### config.mk
export PLATFORM = sky130hd
export DESIGN_NAME = square_cursor_ctrl
export DESIGN_NICKNAME = d
export VERILOG_FILES = /design/src/rtl/vga_pkg.sv /design/src/rtl/button_debouncer.sv /design/src/rtl/square_cursor_ctrl.sv
export SDC_FILE = /design/constraint.sdc
export NUM_CORES = 1
export LEC_CHECK = 0
export ABC_CLOCK_PERIOD_IN_PS = 2250
export BUFFER_PORTS_ARGS = -buffer_cell sky130_fd_sc_hd__buf_4
export CAP_MARGIN = 25
export CORE_MARGIN = 5
export CORE_UTILIZATION = 59
export CTS_BUF_LIST = sky130_fd_sc_hd__clkbuf_4
export DETAILED_ROUTE_END_ITERATION = 10
export GPL_ROUTABILITY_DRIVEN = 0
export PLACE_DENSITY = 0.74
export SYNTH_ARGS = -nofsm -noshare
export SYNTH_HDL_FRONTEND = slang
export SYNTH_HIERARCHICAL = 1
export SYNTH_SLANG_ARGS = --single-unit
export TNS_END_PERCENT = 20
### constraint.sdc
create_clock -name Clock25 -period 2.25 [get_ports Clock25]
set_clock_uncertainty 0.2 [all_clocks]
set_input_delay 0.225 -clock Clock25 [delete_from_list [all_inputs] [get_ports Clock25]]
set_output_delay 0.225 -clock Clock25 [all_outputs]
set_load 0.02 [all_outputs]
### src/rtl/vga_pkg.sv
// Shared VGA constants, button indices and the cursor state record.
package vga_pkg;

    localparam int NUM_CUADROS = 16;
    localparam int RESOL_X     = 640;
    localparam int RESOL_Y     = 480;
    localparam int MARCO_X     = 144;
    localparam int MARCO_Y     = 32;
    localparam int H_TOTAL     = 800;
    localparam int V_TOTAL     = 521;

    localparam logic [2:0] RGB_MARCO   = 3'b000;
    localparam logic [3:0] POS_RESET   = 4'd7;
    localparam logic [2:0] COLOR_RESET = 3'b100;

    localparam int NUM_BTNS  = 5;
    localparam int NUM_DIRS  = 4;
    localparam int BTN_UP    = 0;
    localparam int BTN_DOWN  = 1;
    localparam int BTN_LEFT  = 2;
    localparam int BTN_RIGHT = 3;
    localparam int BTN_COLOR = 4;

    typedef struct packed {
        logic [3:0] x;
        logic [3:0] y;
        logic [2:0] rgb;
    } cursor_t;

    // Skips RGB_MARCO so the square never blends into the black border.
    function automatic logic [2:0] next_color(input logic [2:0] c);
        return (c == 3'b111) ? 3'b001 : c + 3'b001;
    endfunction

endpackage

### src/rtl/button_debouncer.sv
// 2-FF synchronizer plus stable-level debouncer; emits the debounced level and a rising pulse.
module button_debouncer #(
    parameter int DEBOUNCE_CYCLES = 250000
) (
    input  logic gclk,
    input  logic grst_n,
    input  logic btn_raw,
    output logic level,
    output logic rise
);
    localparam int CW = (DEBOUNCE_CYCLES > 1) ? $clog2(DEBOUNCE_CYCLES) : 1;

    logic [1:0]    sync;
    logic [CW-1:0] cnt;
    logic          accept;

    assign accept = (sync[1] != level) && (cnt == CW'(DEBOUNCE_CYCLES - 1));

    always_ff @(posedge gclk or negedge grst_n) begin
        if (!grst_n) begin
            sync  <= '0;
            cnt   <= '0;
            level <= 1'b0;
            rise  <= 1'b0;
        end else begin
            sync <= {sync[0], btn_raw};
            rise <= accept & sync[1];
            if (sync[1] == level) begin
                cnt <= '0;
            end else if (accept) begin
                level <= sync[1];
                cnt   <= '0;
            end else begin
                cnt <= cnt + 1'b1;
            end
        end
    end

endmodule

### src/rtl/square_cursor_ctrl.sv
// Button-driven cursor position/color for the VGA grid; updates land only on the frame tick.
module square_cursor_ctrl
    import vga_pkg::*;
#(
    parameter int DEBOUNCE_CYCLES = 250000,
    parameter int REPEAT_FRAMES   = 30,
    parameter int FRAME_TICK_LINE = 512
) (
    input  logic       Clock25,
    input  logic       Reset,
    input  logic       iBtnUp,
    input  logic       iBtnDown,
    input  logic       iBtnLeft,
    input  logic       iBtnRight,
    input  logic       iBtnColor,
    input  logic [9:0] iCont_X,
    input  logic [9:0] iCont_Y,
    output logic [3:0] oPosicionX,
    output logic [3:0] oPosicionY,
    output logic [2:0] oColorCuadro,
    output logic       oFrameTick
);
    localparam int HW = $clog2(REPEAT_FRAMES + 1);

    logic [NUM_BTNS-1:0] btn_raw, btn_lvl, btn_rise, hold_fire, pend;
    logic                tick_cond, tick_q;
    cursor_t             cur;

    assign btn_raw   = {iBtnColor, iBtnRight, iBtnLeft, iBtnDown, iBtnUp};
    assign tick_cond = (iCont_X == 10'd0) && (iCont_Y == 10'(FRAME_TICK_LINE));

    for (genvar i = 0; i < NUM_BTNS; i++) begin : g_btn
        button_debouncer #(.DEBOUNCE_CYCLES(DEBOUNCE_CYCLES)) u_db (
            .gclk   (Clock25),
            .grst_n (Reset),
            .btn_raw(btn_raw[i]),
            .level  (btn_lvl[i]),
            .rise   (btn_rise[i])
        );

        if (i < NUM_DIRS) begin : g_hold
            logic [HW-1:0] hold;
            assign hold_fire[i] = tick_cond && btn_lvl[i] && (hold == HW'(REPEAT_FRAMES - 1));
            always_ff @(posedge Clock25 or negedge Reset) begin
                if (!Reset)             hold <= '0;
                else if (!btn_lvl[i])   hold <= '0;
                else if (hold_fire[i])  hold <= '0;
                else if (tick_cond)     hold <= hold + 1'b1;
            end
        end else begin : g_nohold
            assign hold_fire[i] = 1'b0;
        end
    end

    // A rise coinciding with the tick survives the clear and is applied next frame.
    // The level gate is redundant with rise but keeps every debounced level in use.
    always_ff @(posedge Clock25 or negedge Reset) begin
        if (!Reset) pend <= '0;
        else        pend <= (tick_cond ? '0 : pend) | (btn_rise & btn_lvl) | hold_fire;
    end

    always_ff @(posedge Clock25 or negedge Reset) begin
        if (!Reset) begin
            cur    <= '{x: POS_RESET, y: POS_RESET, rgb: COLOR_RESET};
            tick_q <= 1'b0;
        end else begin
            tick_q <= tick_cond;
            if (tick_cond) begin
                case ({pend[BTN_RIGHT], pend[BTN_LEFT]})
                    2'b10:   cur.x <= cur.x + 4'd1;
                    2'b01:   cur.x <= cur.x - 4'd1;
                    default: cur.x <= cur.x;
                endcase
                case ({pend[BTN_DOWN], pend[BTN_UP]})
                    2'b10:   cur.y <= cur.y + 4'd1;
                    2'b01:   cur.y <= cur.y - 4'd1;
                    default: cur.y <= cur.y;
                endcase
                if (pend[BTN_COLOR]) cur.rgb <= next_color(cur.rgb);
            end
        end
    end

    assign oPosicionX   = cur.x;
    assign oPosicionY   = cur.y;
    assign oColorCuadro = cur.rgb;
    assign oFrameTick   = tick_q;

endmodule

---- Yosys cells after proc, flatten, opt, wreduce, memory -nomap -nowiden ----
Cells that the tools add are included.
W data, S select, Z words.
word-level totals
  word-level logic and storage cells ...... 136
  RAM bits ................................ 0
  bits in read-only memories .............. 0
  memories kept ........................... 0
  flip-flop bits (word level) ............. 147
  bits in latches ......................... 0
operators by class
  divide/modulo/power cells ............... 0
  $lt $le $gt $ge ......................... 0
  shift operators ......................... 0
  reduce and logical (&&, ||, !) cells .... 25
  bitwise logic cells ..................... 13
  add/sub/neg operators ................... 14
  equality and inequality tests ........... 29
  multiply operators ...................... 0
  muxes and demuxes ....................... 26
operators by type and width
  cell                     number
  $mux W18                 10
  $add A18 B1 Y18 const B  5
  $eq A18 B18 Y1 const B   5
  $mux W5                  13
  $add A5 B1 Y5 const B    4
  $eq A5 B5 Y1 const B     4
  $pmux W4 S2              2
  $reduce_and A2 Y1        8
  $logic_and A1 B1 Y1      14
  $ne A3 B3 Y1 const B     4
  $eq A10 B10 Y1 const B   1
  $logic_not A10 Y1        1
  $add A4 B1 Y4 const B    2
  $sub A4 B1 Y4 const B    2
  $and A1 B1 Y1            5
  $and A5 B5 Y5            1
  $eq A1 B1 Y1             5
  $ne A1 B1 Y1             5
  $not A1 Y1               5
  $or A5 B4 Y5             1
  $or A5 B5 Y5             1
  $eq A2 B1 Y1 const B     2
  $eq A2 B2 Y1 const B     2
  $reduce_bool A2 Y1       2
  other kinds (3)          3

---- Depth between registers and ports, before layout ----
  depth in word-level cells ............... 6
  mapped depth ............................ 7
  gate-level depth less buffers ........... 7

---- By module ----
Netlist, hierarchy kept.
by module, submodules not included
  module              area an instance (um2)  cells each  sequential area each (um2)  times used
  button_debouncer    1,027.2                 99          550.5                       5
  square_cursor_ctrl  2,184.6                 209         934.6                       1

---- Worst setup path after synthesis ----
OpenSTA, ideal clock, no wires.
  path type ............................... reg-to-reg
  start point ............................. reg g_btn[0].u_db.cnt[5]
  end point ............................... reg g_btn[0].u_db.cnt[17]
  arrival time ............................ 1,590 ps
  required time ........................... 1,972 ps
  cell stages (with the launch flop) ...... 5
  library setup time ...................... 78 ps
  clock period less this slack ............ 1,868 ps
  slack ................................... 382 ps
  cell sequence ........................... dfrtp_1 > nand4_4 > or4_4 > or3_1 > a21oi_1
on the way
  word-level cells in the longest chain between the ends .. 4
  elaborated cells on any way between the ends .. 5
  those cells by class .................... 1 x add/sub; 1 x eq/ne; 2 x mux; 1 x reduce/logical
ends and longest elaborated chain
  element                                                                  line                    source
  start: declaration                                                       button_debouncer.sv:14  logic [CW-1:0] cnt;
  start signal: assignment                                                 button_debouncer.sv:34  cnt <= cnt + 1'b1;
  parallel branches: the longest is 2 deep, another holds $add A18 B1 Y18  n/a
  $mux W18 (*)                                                             button_debouncer.sv:30  end else if (accept) begin
  $mux W18 (*)                                                             button_debouncer.sv:28  if (sync[1] == level) begin
Mark *: on every way between the ends.
A chain may end at the register's enable or synchronous reset.

---- Worst setup path in the final report ----
  start point ............................. in iCont_X[7]
  end point ............................... reg cur, in the netlist oPosicionY[3]
on the way
  word-level cells in the longest chain between the ends .. 3
ends and longest elaborated chain
  element                             line                      source
  start: declaration                  square_cursor_ctrl.sv:16  input logic [9:0] iCont_X,
  $logic_not A10 Y1                   square_cursor_ctrl.sv:30  assign tick_cond = (iCont_X == 10'd0) && (iCont_Y == 10'(FRAME_TICK_LINE));
  $logic_and A1 B1 Y1                 square_cursor_ctrl.sv:30
  $reduce_and A2 Y1 (no source line)  n/a
  end signal: assignment              square_cursor_ctrl.sv:64  cur <= '{x: POS_RESET, y: POS_RESET, rgb: COLOR_RESET};
  end: declaration                    square_cursor_ctrl.sv:27  cursor_t cur;
No other way between the ends.

==> results.cfg <==
[run_status]
status = finished clean

[clock_network]
clock_path_buffers = 2
cts_tree = built
clk_pin_slew_worst_paths_ns = 0.12
cts.sinks = 147
clk_latency_ns = 0.53
cts_max_level = 4
cts-root-buf = clkbuf_4
cts-buffers-inserted = 17

[setup_path]
worst_setup_path_start_kind = input pin
path_max_fanout = 2
rrSetupSlack_ns = 0.21
cp_slowest_stage_delay_ns = 0.58
r2r_end = oPosicionY[3]
cp_slowest_cell = dlygate4sd3_1
worst-setup-path-type = input pin to flop
startpoint = iCont_X[7]
rr_worst_depth = 6
crit_arrival_ns = 2.35
required_ns = 2.51
cp_num_buf_inv = 4
critical-path-top-delay-family = buffers and inverters
end_kind = flop
crit_chain = dlygate4sd3_1, buf_4, nor4_2, buf_4, dlygate4sd3_1, nand3b_1, nor4_1, xor2_1
reg2reg_from = pend[0]

[drt]
routed_wl_um = 14250
drc_errors = 0
avgRoutedWirePerCell_um = 14.86
num_vias = 5474
antenna_left = 0
drt_first_iter_violations = 367
drt_pass1_iterations = 4
vias_per_cell = 5.708

[cells_and_area]
fin_util = 0.6884
area_growth_pct = 13.90
final_cell_mix = dfrtp_1 (140), nor2_1 (106), xnor2_1 (64)
nFillCells = 953
layout_commonest_cell = dfrtp_1
final_net_count = 828
drive_above_1_share = 0.1631
diodes = 0
regArea_um2 = 3687
multi_input_area_um2 = 3452
final_area_um2 = 8338

[sta]
fmax_mhz = 477.5
tns_ns = 0
setup_viol = 0
fin_ws_ns = 0.1558
fin_crit_ns = 2.094
maxSlewViolCount = 0
period_share = 0.9307
rsz0062_at_grt = no
hold_viol = 0
worst_pin_slew_ns = 0.4925
relSlewSlack = 0.6671

[synthesis]
synth_fp_nets = 754
synth_cells = 704
netlist_area_um2 = 7321
synth_seq_area_share = 0.5037
synth_ff_type = dfrtp_1
ys_types = 52
ys_ff_latch = 147
avgSynthCellArea_um2 = 10.40
synth_edf_count = 0
yosysWarnings = 6
ys_async_sr_fraction = 1.000

[pwr]
power_mw = 4.676
power_density_nw_per_um2 = 560.8
p_leak_nw = 3.495
vdd_drop_max_uv = 591.7

[global_routing]
antenna_found_initial = 0
grt.overflow.total = 0
grt_pass1_vias = 5552
grt_start_max_net_pins = 52
grt_pass1_wl_um = 25300
track_usage = 0.2106

[hold_path]
hp-class = input pin to flop
holdPathStages = 2
hp-start = iBtnUp
whs_endpoint = g_btn[0].u_db/sync[0]

[floorplan]
die_h_um = 121.4
start_util = 0.6044
fp.dieW_um = 121.4
top_level_ports = 39
die_area_um2 = 14740
rows = 40
design.core.area_um2 = 12110

[placed_design]
port-buffer-count = 38
pre_cts_ws_ns = 0.2358
dpl-instance-area_um2 = 7910
hpwlAfterDp_um = 10010

[job]
cap_violations = 0
## registers in the layout (all words and copies together) (netlist names)
register           cells
g_btn.u_db/cnt        90
g_btn.g_hold.hold     20
g_btn.u_db/sync       10
g_btn.u_db/level       5
g_btn.u_db/rise        5
pend                   5
oPosicionX             4
oPosicionY             4
oColorCuadro           3
oFrameTick             1
## cell usage after synthesis (3+ instances only)
cell type	instances	area (µm²)
a21boi_1	3	22.52
nor4b_1	10	87.58
nor3_1	24	120.1
and3_1	11	68.82
o21ai_2	5	43.79
and4b_1	5	50.05
or4_1	9	67.56
nand3_1	51	255.2
buf_2	7	35.03
nor4_2	3	37.54
a21oi_1	14	70.07
dfrtp_1	140	3503
xor2_1	22	192.7
clkbuf_1	4	15.01
ha_1	21	262.8
mux2_2	10	112.6
nand4_4	5	106.4
nand4_1	16	100.1
nand2_1	23	86.33
o21ai_0	19	95.09
dfstp_2	7	183.9
nor4_1	28	175.2
nor2b_1	3	18.77
xnor2_1	64	560.5
or3_1	5	31.28
o31ai_1	6	45.04
and4_1	4	35.03
nor2_1	106	397.9
a22o_1	3	26.28
or4_4	5	56.30
a31oi_1	9	56.30
inv_1	31	116.4
## worst register-to-register path: stages, from the launching register on
cell and delay (ns):
dfrtp_1 0.41, ha_1 0.24, ha_1 0.33, a21oi_1 0.19
a21oi_1 0.09, nor4_1 0.35, xor2_1 0.17
## cell families (layout without fill, tap and decap cells)
kind of cell	Yosys count	after routing	share of synthesized area
adder cells (fa/ha/maj)	23	23	0.04136
flip-flops	147	147	0.5037
buffers and inverters	44	131	0.02478
AO/OA/AOI/OAI	75	75	0.06683
XOR/XNOR	86	86	0.1029
multiplexers	12	12	0.01812
AND/OR/NAND/NOR	317	317	0.2424
## stage by stage
step,hold WS [ns],std cells
CTS,0.07981,959
detailed placement,-0.006518,916
global route,0.07937,959
floorplan,-0.2706,704
finish,0.1421,959
global placement,-0.01132,916
## routing by layer
metal	vias to the layer above	part of all wire	GRT usage
met1	2667	0.47	0.2875
met2	110	0.47	0.3299
met5	-	0	0
met3	15	0.043	0.04988
met4	0	0.010	0.07493
li1	2682	-	-
## area by class of cell
type                            count  share of cell area
Clock buffer                       17             0.01531
Tap cell                          168             0.02521
Sequential cell                   147              0.4422
Timing Repair Buffer               68             0.06648
Clock inverter                     15             0.02281
Multi-Input combinational cell    513              0.4140
Inverter                           31             0.01396
## where the power goes
group          switching [mW]  leakage (nW)  total (mW)  internal [mW]
logic                   0.112          1.34       0.195         0.0831
registers              0.0294          1.98        2.70           2.67
clock network           0.907         0.169        1.78          0.872
total                    1.05          3.50        4.68           3.63
## worst max-delay path by stage
stage | end | slack, ns | depth (start not counted)
final | oPosicionY[3] | 0.16 | 8
after global routing | oPosicionY[3] | 0.07 | 6
after floorplan | g_btn[0].u_db/cnt[17] | 0.38 | 4
after global placement | oPosicionY[3] | 0.27 | 6
after CTS | oPosicionY[3] | 0.21 | 6
after detailed placement | oPosicionX[3] | 0.24 | 6
## repair_timing
action | 4_1_cts | 5_1_grt
endpoints found under the hold margin | 147 | 0
hold buffers | 11 | 0
buffers inserted | 0 | 0
gates resized for setup | 0 | 0
Note: power is estimated with default switching activity, not from simulation.
